### src/rtl/timer_sched.sv
// timer_sched: queues countdown requests from several game objects
// and runs them one at a time on the shared frame countdown.
module timer_sched #(
   parameter int NUM_REQ    = 4,
   parameter int FIFO_DEPTH = 4,
   parameter int TIME_W     = 11,
   localparam int ID_W  = (NUM_REQ > 1) ? $clog2(NUM_REQ) : 1,
   localparam int PTR_W = $clog2(FIFO_DEPTH),
   localparam int CNT_W = PTR_W + 1
) (
   input  logic                      clk,
   input  logic                      reset,
   input  logic [NUM_REQ-1:0]        req_valid,
   input  logic [NUM_REQ*TIME_W-1:0] req_time,
   output logic [NUM_REQ-1:0]        req_ready,
   input  logic                      cancel_all,
   output logic                      request_start,
   output logic [TIME_W-1:0]         requested_time,
   input  logic                      timer_done,
   output logic                      expired_valid,
   output logic [ID_W-1:0]           expired_id,
   output logic                      busy,
   output logic [CNT_W-1:0]          fifo_count
);

   typedef enum logic [1:0] {
      IDLE   = 2'd0,
      LAUNCH = 2'd1,
      WAIT   = 2'd2
   } state_t;

   state_t state;
   state_t state_nxt;

   logic [ID_W-1:0]   fifo_id   [FIFO_DEPTH];
   logic [TIME_W-1:0] fifo_time [FIFO_DEPTH];
   logic [PTR_W-1:0]  wr_ptr;
   logic [PTR_W-1:0]  rd_ptr;

   logic [NUM_REQ-1:0] grant;
   logic [ID_W-1:0]    win_id;
   logic [TIME_W-1:0]  win_time;
   logic               found;
   logic               full;
   logic               push_ok;
   logic               push;
   logic               pop;
   logic               exp_nxt;
   logic [ID_W-1:0]    current_id;

   assign full    = (fifo_count == CNT_W'(FIFO_DEPTH));
   assign push_ok = !reset && !full && !cancel_all;

   // Fixed-priority pick: lowest requesting index wins.
   always_comb begin
      grant    = '0;
      win_id   = '0;
      win_time = '0;
      found    = 1'b0;
      for (int i = 0; i < NUM_REQ; i++) begin
         if (req_valid[i] && !found) begin
            found    = 1'b1;
            grant[i] = 1'b1;
            win_id   = ID_W'(i);
            win_time = req_time[i*TIME_W +: TIME_W];
         end
      end
   end

   assign req_ready = push_ok ? grant : '0;
   assign push      = push_ok && found;

   // Queue storage; only the slot under wr_ptr changes on a push.
   always_ff @(posedge clk) begin
      if (push) begin
         fifo_id[wr_ptr]   <= win_id;
         fifo_time[wr_ptr] <= win_time;
      end
   end

   // Circular pointers and occupancy; cancel flushes the queue.
   always_ff @(posedge clk or posedge reset) begin
      if (reset) begin
         wr_ptr     <= '0;
         rd_ptr     <= '0;
         fifo_count <= '0;
      end else if (cancel_all) begin
         wr_ptr     <= '0;
         rd_ptr     <= '0;
         fifo_count <= '0;
      end else begin
         if (push) begin
            wr_ptr <= wr_ptr + PTR_W'(1);
         end
         if (pop) begin
            rd_ptr <= rd_ptr + PTR_W'(1);
         end
         if (push && !pop) begin
            fifo_count <= fifo_count + CNT_W'(1);
         end else if (pop && !push) begin
            fifo_count <= fifo_count - CNT_W'(1);
         end
      end
   end

   // Scheduler state, launch operands and the expiry report.
   always_ff @(posedge clk or posedge reset) begin
      if (reset) begin
         state          <= IDLE;
         requested_time <= '0;
         current_id     <= '0;
         expired_valid  <= 1'b0;
         expired_id     <= '0;
      end else begin
         state         <= state_nxt;
         expired_valid <= exp_nxt;
         if (pop) begin
            requested_time <= fifo_time[rd_ptr];
            current_id     <= fifo_id[rd_ptr];
         end
         if (exp_nxt) begin
            expired_id <= current_id;
         end
      end
   end

   // Next state; the expiry cycle holds off the next pop by one.
   always_comb begin
      state_nxt = state;
      pop       = 1'b0;
      exp_nxt   = 1'b0;
      if (cancel_all) begin
         state_nxt = IDLE;
      end else begin
         unique case (state)
            IDLE: begin
               if (fifo_count != '0 && !expired_valid) begin
                  pop       = 1'b1;
                  state_nxt = LAUNCH;
               end
            end
            LAUNCH: begin
               state_nxt = WAIT;
            end
            WAIT: begin
               if (timer_done) begin
                  exp_nxt   = 1'b1;
                  state_nxt = IDLE;
               end
            end
            default: begin
               state_nxt = IDLE;
            end
         endcase
      end
   end

   assign request_start = (state == LAUNCH);
   assign busy          = (state == LAUNCH) || (state == WAIT);

endmodule
### config.mk
export PLATFORM = sky130hd
export DESIGN_NAME = timer_sched
export DESIGN_NICKNAME = d
export VERILOG_FILES = /design/src/rtl/timer_sched.sv
export SDC_FILE = /design/constraint.sdc
export NUM_CORES = 1
export LEC_CHECK = 0
export ABC_AREA = 1
export CAP_MARGIN = 20
export CORE_MARGIN = 2
export CORE_UTILIZATION = 40
export DETAILED_ROUTE_END_ITERATION = 16
export PLACE_DENSITY = 0.72
export SLEW_MARGIN = 20
export SYNTH_ARGS = -nofsm -noshare
export SYNTH_HDL_FRONTEND = slang
export SYNTH_SLANG_ARGS = --single-unit
### constraint.sdc
create_clock -name clk -period 2.25 [get_ports clk]
set_input_delay 0.45 -clock clk [delete_from_list [all_inputs] [get_ports clk]]
set_output_delay 0.45 -clock clk [all_outputs]
set_load 0.05 [all_outputs]
==> results of run 1 <==
==> sequential cells by signal, summed over array words and instances (netlist names) <==
| signal | cells |
|---|---|
| current_id | 2 |
| expired_id | 2 |
| expired_valid | 1 |
| fifo_count | 3 |
| fifo_id | 8 |
| fifo_time | 44 |
| rd_ptr | 2 |
| requested_time | 11 |
| state | 2 |
| wr_ptr | 2 |
==> through the flow <==
stage	power (W)	area, um^2	setup TNS, ns
after floorplan	0.00352	3600	0
after global placement	0.00416	4560	-0.0252
final	0.00520	4760	0
after CTS	0.00521	4760	0
after global routing	0.00550	4760	-0.00472
after detailed placement	0.00420	4560	-0.0515
==> area by class of cell <==
class                           instances  area [um^2]
Clock buffer                           11          131
Fill cell                             734         3960
Tap cell                              108          135
Timing Repair Buffer                   90          908
Inverter                               29          113
Clock inverter                          5         60.1
Multi-Input combinational cell        232         1230
Sequential cell                        77         2190
==> layer usage <==
layer  track usage (%)  part of all wire, %
met1              21.2                   45
met2              27.6                   48
met3              4.54                  5.4
met4              5.90                  1.7
met5                 0                    0
==> cells in the final DEF (no fill, tap or decap), types with 2 or more instances in the layout <==
master,count
nand2_1,84
clkdlybuf4s50_1,68
edfxtp_1,52
nor2_1,39
o21ai_0,27
dfrtp_1,25
inv_1,20
nand3_1,18
buf_4,17
o22ai_1,14
nand4_1,12
clkbuf_8,9
ha_1,8
o21ai_1,7
inv_2,6
buf_12,5
nand2_2,4
nand2_4,3
nor2_4,2
nand3_4,2
a21oi_2,2
nand3_2,2
clkinv_2,2
a21oi_1,2
o21ai_2,2
clkbuf_1,2
==> worst max-delay path by stage <==
stage / startpoint / cells after the start / to
final: fifo_count[2]$_DFFE_PP0P_ / 1 / fifo_count[2]
after CTS: fifo_count[2]$_DFFE_PP0P_ / 1 / fifo_count[2]
after global placement: req_valid[1] / 12 / fifo_count[2]$_DFFE_PP0P_
after global routing: state[1]$_DFFE_PP0P_ / 14 / fifo_count[2]$_DFFE_PP0P_
after floorplan: reset / 5 / fifo_id[0][0]$_DFFE_PP_
after detailed placement: req_valid[1] / 12 / fifo_count[2]$_DFFE_PP0P_
==> report_power, final <==
part	internal, W	switching [W]	leakage, nW
Sequential	0.00176	0.000195	0.796
Clock	0.000517	0.000496	0.0939
Combinational	0.000788	0.00144	1.04
Total	0.00307	0.00213	1.93
==> worst register-to-register path: stages, from the launching register on <==
cell     delay, ns
dfrtp_1       0.41
inv_1         0.11
ha_1          0.20
inv_1         0.06
nor2_2        0.14
nand3_4       0.10
nand3_4       0.07
inv_1         0.05
fa_1          0.40
xnor2_2       0.16
inv_1         0.06
nand2_1       0.06
nand2_1       0.06
nand3_2       0.06
nand2_2       0.04
==> kinds of logic after synthesis <==
| logic type | synth area share (%) |
|---|---|
| simple gates | 21.9 |
| flops | 60.7 |
| compound gates | 8.40 |
| buf+inv | 5.42 |
| fa+ha+maj | 3.33 |
| xor+xnor | 0.243 |
==> what timing repair did <==
item / CTS / global route
setup endpoints to repair: 0 / 1
gates resized for setup: 0 / 1
endpoints found under the hold margin: 0 / 0
setup buffers: 0 / 0
==> results_dict.tcl, run 1 <==
set metrics [dict create \
    status "finished clean" \
    overflow 0 \
    initial_core_util_pct 41.3 \
    die_x_um 98.9 \
    area_growth_pct 32.2 \
    critPathArrivalTime_ns 1.73 \
    crit_path_top_delay_cell "clkdlybuf4s50_1" \
    stdcell_count 552 \
    r2r_slack_ns 0.17 \
    hold_buffers 0 \
    rows 34 \
    diodes 0 \
    path_clk_slew_ns 0.08 \
    hpwl_um 5590 \
    routabilityCongestion 0.750 \
    coreArea_mm2 0.00872 \
    cts_buffer_depth 2 \
    r2r_start "state[0]$_DFFE_PP0P_" \
    fin_nets 500 \
    timing.fmax_mhz 459 \
    crit_family "buffers and inverters" \
    wl_per_cell_um 14.1 \
    power.leakage_nw 1.93 \
    synth_ff_type "edfxtp_1" \
    synth_top_area_cell "edfxtp_1" \
    crit_chain "clkdlybuf4s50_1" \
    ios 75 \
    fin_hold_ws_ns 0.481 \
    drc 0 \
    die_area_mm2 0.00978 \
    synthArstFlopShare_pct 32.5 \
    worstPathRequired_ns 1.80 \
    crit_type "reg2out" \
    slew_viol_final 0 \
    first_global_vias 2687 \
    crit_path_start_kind "flop" \
    root_buffer "clkbuf_8" \
    via_per_inst 5.03 \
    end_kind "output pin" \
    syn_area_per_cell_um2 10.2 \
    ys_warn_count 0 \
    ys_seq_area_share_pct 60.7 \
    synthCells 353 \
    hold_violations 0 \
    port_buffers 74 \
    postRouteAntennaNets 0 \
    yosys.area.top_type_share_pct 43.3 \
    drt-initial-drc-count 153 \
    rr_endpoint "fifo_count[2]$_DFFE_PP0P_" \
    worstPathMaxFanout 6 \
    timing_worst_slew_pin_value_ns 0.561 \
    cts.htree.levels 3 \
    finalCriticalPeriod_ns 2.18 \
    syn-num-nets 414 \
    max-vdd-ir-drop_mv 0.352 \
    cts_tree "yes" \
    grt_pass1_wl_um 12700 \
    maxCapViolCount 0 \
    numCtsBuffers 9 \
    grt_max_degree 28 \
    yosys.cell_types.count 31 \
    holdCritStartpoint "requested_time[2]$_DFFE_PP0P_" \
    utilization_pct 54.6 \
    synth.most_common_cell "nand2_1" \
    setup_ws_ns 0.0714 \
    dp_cells 536 \
    min_path_cells 2 \
    ys_top_cells_by_count "nand2_1 (84), edfxtp_1 (52), nor2_1 (39)" \
    drive_gt1_share_pct 14.4 \
    finalCritPeriodShare_pct 96.8 \
    reg2reg_depth 14 \
    fp.dieH_um 98.9 \
    synth_area_leaders "edfxtp_1 (43%), dfrtp_1 (17%), nand2_1 (8.8%)" \
    fin_skew_ns 0.00816 \
    antenna_found_initial 0 \
    synth_edf_count 52 \
    yosys_register_bits 77 \
    netlist_area_mm2 0.00360 \
    slew_headroom_pct 62.6 \
    vias 2777 \
    dp_slack_ns -0.0515 \
    clk_latency_ns 0.35 \
    worstPathBufferInverterCount 1 \
    routed_wl_um 7790 \
    numClockSinks 77 \
    hp-class "reg2reg" \
    grt_util_all_layers_pct 16.7 \
    firstDrtPassIters 4 \
    finalSetupViolCount 0 \
    power.density_mw_per_mm2 1090 \
    crit_path_max_incr_delay_ns 0.86 \
    hold_end "requested_time[2]$_DFFE_PP0P_" \
]
No activity file was read; power rests on OpenSTA's default activity.
==> run 2, diff against run 1 <==
--- a/config.mk
+++ b/config.mk
@@ -6,11 +6,11 @@
 export NUM_CORES = 1
 export LEC_CHECK = 0
 export ABC_AREA = 1
-export CAP_MARGIN = 20
 export CORE_MARGIN = 2
 export CORE_UTILIZATION = 40
 export DETAILED_ROUTE_END_ITERATION = 16
-export PLACE_DENSITY = 0.72
+export PLACE_DENSITY = 0.74
+export SKIP_CTS_REPAIR_TIMING = 1
 export SLEW_MARGIN = 20
 export SYNTH_ARGS = -nofsm -noshare
 export SYNTH_HDL_FRONTEND = slang
==> constraint.sdc (replaced) <==
create_clock -name clk -period 2 [get_ports clk]
set_input_delay 0.4 -clock clk [delete_from_list [all_inputs] [get_ports clk]]
set_output_delay 0.4 -clock clk [all_outputs]
set_load 0.05 [all_outputs]
==> run 2 against run 1 <==
Effect of this change:
- clock skew is 0.0039 ns higher
- sequential power grew 13%
- design area is 3.7% higher
- power is 15% higher
- critical path type is now in2out
- clock power increased by 9%
- combinational power increased by 21%
- first-iteration DRC count down 23%
- final cell count increased by 3.1%
- setup slack worse by 0.023 ns
- hold slack got worse by 0.032 ns
- sequential share of layout area decreased by 1.6 points
==> results_dict.tcl, run 2 (synthesis results as in run 1) <==
set metrics [dict create \
    worstPathMaxFanout 12 \
    numCtsBuffers 9 \
    cts.htree.levels 3 \
    cts_buffer_depth 2 \
    rows 34 \
    finalSetupViolCount 0 \
    timing_worst_slew_pin_value_ns 0.558 \
    wl_per_cell_um 13.4 \
    slew_viol_final 0 \
    fin_hold_ws_ns 0.450 \
    fp.dieH_um 98.9 \
    area_growth_pct 37.1 \
    initial_core_util_pct 41.3 \
    power.density_mw_per_mm2 1210 \
    diodes 0 \
    port_buffers 74 \
    layout_commonest_cell "nand2_1" \
    die_area_mm2 0.00978 \
    numClockSinks 77 \
    routabilityCongestion 0.791 \
    status "finished clean" \
    max-vdd-ir-drop_mv 0.441 \
    stdcell_count 569 \
    top_regs "fifo_time x44, requested_time x11, fifo_id x8" \
    drt-initial-drc-count 118 \
    maxCapViolCount 0 \
    finalCriticalPeriod_ns 1.95 \
    hold_violations 0 \
    slew_headroom_pct 62.8 \
    coreArea_mm2 0.00872 \
    end_kind "output pin" \
    ios 75 \
    clk_latency_ns 0.35 \
    cts_tree "yes" \
    crit_path_start_kind "input pin" \
    power.leakage_nw 2.03 \
    overflow 0 \
    die_x_um 98.9 \
    path_clk_slew_ns 0.09 \
    hpwl_um 5640 \
    dp_cells 550 \
    firstDrtPassIters 4 \
    drive_gt1_share_pct 21.9 \
    via_per_inst 4.91 \
    final_cell_mix "nand2_1 (84), clkdlybuf4s50_1 (61), edfxtp_1 (52), buf_4 (38), nor2_1 (35)" \
    root_buffer "clkbuf_8" \
    worstPathRequired_ns 1.60 \
    vias 2794 \
    hp-class "in2reg" \
    timing.fmax_mhz 512 \
    regMostFlops "fifo_time" \
    largest_register_ffs 44 \
    finalCritPeriodShare_pct 97.6 \
    p_total_w 0.00599 \
    fin_setup_tns_ns 0 \
    grt_max_degree 28 \
    fin_skew_ns 0.0120 \
    first_global_vias 2675 \
    critPathArrivalTime_ns 1.55 \
    grt_util_all_layers_pct 15.9 \
    grt_pass1_wl_um 12500 \
    routed_wl_um 7620 \
    antenna_found_initial 0 \
    drc 0 \
    crit_type "in2out" \
    postRouteAntennaNets 0 \
    fin_nets 517 \
]
[run 2: final cells by class]
class	count	area, um^2
fillers	720	3780
multi-input cells	232	1280
clock buffers	9	124
flip-flops and latches	77	2190
well taps	108	135
clock inverters	7	63.8
repair buffers	107	1030
inverters	29	113
[run 2: through the flow]
stage	worst slack (ns)	cell area, um^2	utilization, %
after floorplan	-0.0927	3610	-
after global placement	-0.216	4660	53.5
after detailed placement	-0.266	4660	53.5
after CTS	-0.0852	4850	55.6
after global routing	-0.0239	4940	56.7
final	0.0481	4940	56.7
[run 2: layer usage]
layer | vias up | track usage (%) | wire [um]
met4 | 0 | 5.69 | 78
met2 | 76 | 26.2 | 3690
met1 | 1299 | 21.5 | 3470
met3 | 8 | 2.48 | 376
met5 | - | 0 | 0
li1 | 1411 | - | -
[run 2: report_power, final]
| part | total, W | switching, W | leakage (nW) | internal, W |
|---|---|---|---|---|
| sequential | 0.00220 | 0.000216 | 0.793 | 0.00198 |
| combinational | 0.00269 | 0.00167 | 1.15 | 0.00102 |
| clock | 0.00110 | 0.000619 | 0.0907 | 0.000480 |
[run 2: critical path, stage by stage]
cell,delay [ns]
clkdlybuf4s50_1,0.52
buf_4,0.21
nand2_1,0.13
nor2_4,0.15
buf_12,0.14
[run 2: worst paths after layout]
check | startpoint | endpoint | slack, ns | cells after the start
setup / recovery | req_valid[1] | req_ready[1] | 0.05 | 5
max in group asynchronous | reset | fifo_count[2]$_DFFE_PP0P_ | 1.24 | 3
hold reg to reg | requested_time[1]$_DFFE_PP0P_ | requested_time[1]$_DFFE_PP0P_ | 0.48 | 2
min in group asynchronous | reset | state[1]$_DFFE_PP0P_ | 0.50 | 3
setup reg to reg | state[0]$_DFFE_PP0P_ | fifo_count[2]$_DFFE_PP0P_ | 0.09 | 14
hold / removal | cancel_all | fifo_count[1]$_DFFE_PP0P_ | 0.45 | 4
==> run 3, diff against run 2 <==
--- a/config.mk
+++ b/config.mk
@@ -6,6 +6,7 @@
 export NUM_CORES = 1
 export LEC_CHECK = 0
 export ABC_AREA = 1
+export CORE_ASPECT_RATIO = 0.5
 export CORE_MARGIN = 2
 export CORE_UTILIZATION = 40
 export DETAILED_ROUTE_END_ITERATION = 16
@@ -15,3 +16,4 @@
 export SYNTH_ARGS = -nofsm -noshare
 export SYNTH_HDL_FRONTEND = slang
 export SYNTH_SLANG_ARGS = --single-unit
+export TNS_END_PERCENT = 20
==> run 3 against run 2 <==
Effect of this change:
- clock skew shrank 0.0049 ns
- critical endpoint is now fifo_count[2]$_DFFE_PP0P_
- register-to-register slack lost 0.05 ns
- non-clock buffer count shrank 2
- via count grew 0.75%
- global-route usage grew 2.0 points
- sequential power shrank 2%
==> results_dict.tcl, run 3 (synthesis results as in run 1) <==
set metrics [dict create \
    status "finished clean" \
    clk_latency_ns 0.34 \
    p_sw_share_pct 39.6 \
    setup_ws_ns 0.0405 \
    wl_per_cell_um 14.8 \
    vias 2815 \
    first_global_vias 2689 \
    fp.dieH_um 71.1 \
    postRouteAntennaNets 0 \
    crit_path_max_incr_delay_ns 0.39 \
    crit_family "adder cells" \
    intPower_w 0.00399 \
    finalSetupViolCount 0 \
    worstPathMaxFanout 2 \
    regMostFlops "fifo_time" \
    fin_nets 515 \
    maxCapViolCount 0 \
    power.leakage_nw 2.10 \
    cts_buffer_depth 2 \
    firstDrtPassIters 4 \
    critPathArrivalTime_ns 2.19 \
    power_frac_seq_pct 32.7 \
    hold_violations 0 \
    timing.fmax_mhz 510 \
    comb_power_share_pct 42.4 \
    final_cell_mix "nand2_1 (84), clkdlybuf4s50_1 (58), edfxtp_1 (52), buf_4 (38), nor2_1 (35)" \
    rows 24 \
    overflow 0 \
    stdcell_count 576 \
    switchingPower_w 0.00262 \
    clkPwrFrac_pct 24.9 \
    root_buffer "clkbuf_16" \
    routed_wl_um 8500 \
    power.density_mw_per_mm2 1310 \
    slew_viol_final 0 \
    fill_cells 712 \
    initial_core_util_pct 41.2 \
    crit_type "reg2reg" \
    dp_slack_ns -0.264 \
    timing_worst_slew_pin_value_ns 0.515 \
    cp_common_cell "inv_2" \
    slew_headroom_pct 65.5 \
    top_regs "fifo_time x44, requested_time x11, fifo_id x8" \
    via_per_inst 4.89 \
    grt_util_all_layers_pct 17.9 \
    finalCritPeriodShare_pct 98.0 \
    worstPathBufferInverterCount 4 \
    area_growth_pct 39.8 \
    hp-class "reg2reg" \
    cts_tree "yes" \
    largest_register_ffs 44 \
    ios 75 \
    drt-initial-drc-count 277 \
    numClockSinks 77 \
    rsz0062_at_grt "yes" \
    routabilityCongestion 0.797 \
    dp_cells 557 \
    drc 0 \
    r2r_slack_ns 0.04 \
    fin_skew_ns 0.00711 \
    worstPathRequired_ns 2.23 \
    grt_max_degree 28 \
    die_area_mm2 0.00983 \
    port_buffers 74 \
    grt_pass1_wl_um 13600 \
    layout_commonest_cell "nand2_1" \
    die_x_um 138 \
    finalCriticalPeriod_ns 1.96 \
    path_clk_slew_ns 0.06 \
    final_area_mm2 0.00504 \
    end_kind "flop" \
    place_area_mm2 0.00466 \
    numCtsBuffers 9 \
    crit_path_start_kind "flop" \
    hpwl_um 6010 \
    crit_chain "inv_2 > ha_4 > inv_2 > nor2_4 > nand3_4 > nand3_4 > inv_2 > fa_2 > xnor2_2 > inv_1 > nand2_1 > nand2_1 > nand3_2 > nand2_2" \
    drive_gt1_share_pct 21.4 \
    cts.htree.levels 3 \
    diodes 0 \
    antenna_found_initial 0 \
    coreArea_mm2 0.00874 \
    p_total_w 0.00661 \
    crit_path_top_delay_cell "dfrtp_1" \
    max-vdd-ir-drop_mv 0.642 \
]
[run 3: cell count changes in the layout (fill, tap and decap cells not counted), sizes merged]
cell / change
clkinv: +2
dlymetal6s2s: +1
clkdlybuf4s50: -3
bufinv: +1
clkinvlp: -2
inv: -1
[run 3: tightest hold or removal path: cells and delay by family (launching register included)]
kind             cells  cell delay, ns
AND/OR/NAND/NOR      2            0.10
flip-flops           1            0.34
[run 3: cell type report]
type	instances	area (um^2)	share of cell area [%]
Clock buffer	9	225	4.47
Clock inverter	7	77.6	1.54
Inverter	29	113	2.24
Multi-Input combinational cell	232	1260	25.1
Sequential cell	77	2190	43.4
Tap cell	117	146	2.91
Timing Repair Buffer	105	1020	20.3
[run 3: power by group through the flow]
stage	clock (W)	combinational [W]	sequential [W]
finish	0.00164	0.00281	0.00216
global route	0.00172	0.00304	0.00220
CTS	0.00166	0.00272	0.00216
detailed placement	0	0.00269	0.00219
global placement	0	0.00265	0.00218
floorplan	0	0.00128	0.00267
[run 3: path summary, 6_finish.rpt]
check                                         startpoint                            end  cells past startpoint
setup reg to reg                    state[1]$_DFFE_PP0P_      fifo_count[2]$_DFFE_PP0P_                     14
hold reg to reg            requested_time[1]$_DFFE_PP0P_  requested_time[1]$_DFFE_PP0P_                      2
max in group asynchronous                          reset  requested_time[5]$_DFFE_PP0P_                      3
hold / removal             requested_time[1]$_DFFE_PP0P_  requested_time[1]$_DFFE_PP0P_                      2
min in group asynchronous                          reset  requested_time[0]$_DFFE_PP0P_                      3
setup / recovery                    state[1]$_DFFE_PP0P_      fifo_count[2]$_DFFE_PP0P_                     14
[run 3: layer usage]
layer / GRT usage [%] / vias to the layer above / share of wire (%)
met5: 0 / - / 0
met4: 5.67 / 0 / 0.92
met3: 5.35 / 7 / 7.7
met2: 26.6 / 109 / 44
met1: 25.5 / 1296 / 48
li1: - / 1403 / -
[run 3: stage by stage]
| step | util [%] | hold slack (ns) | setup TNS, ns |
|---|---|---|---|
| final | 57.6 | 0.475 | 0 |
| after global routing | 57.6 | 0.514 | -0.0744 |
| after CTS | 56.8 | 0.482 | -0.242 |
| after detailed placement | 53.3 | 0.467 | -5.57 |
| after global placement | 53.3 | 0.465 | -3.08 |
| after floorplan | - | 0.302 | -5.00 |
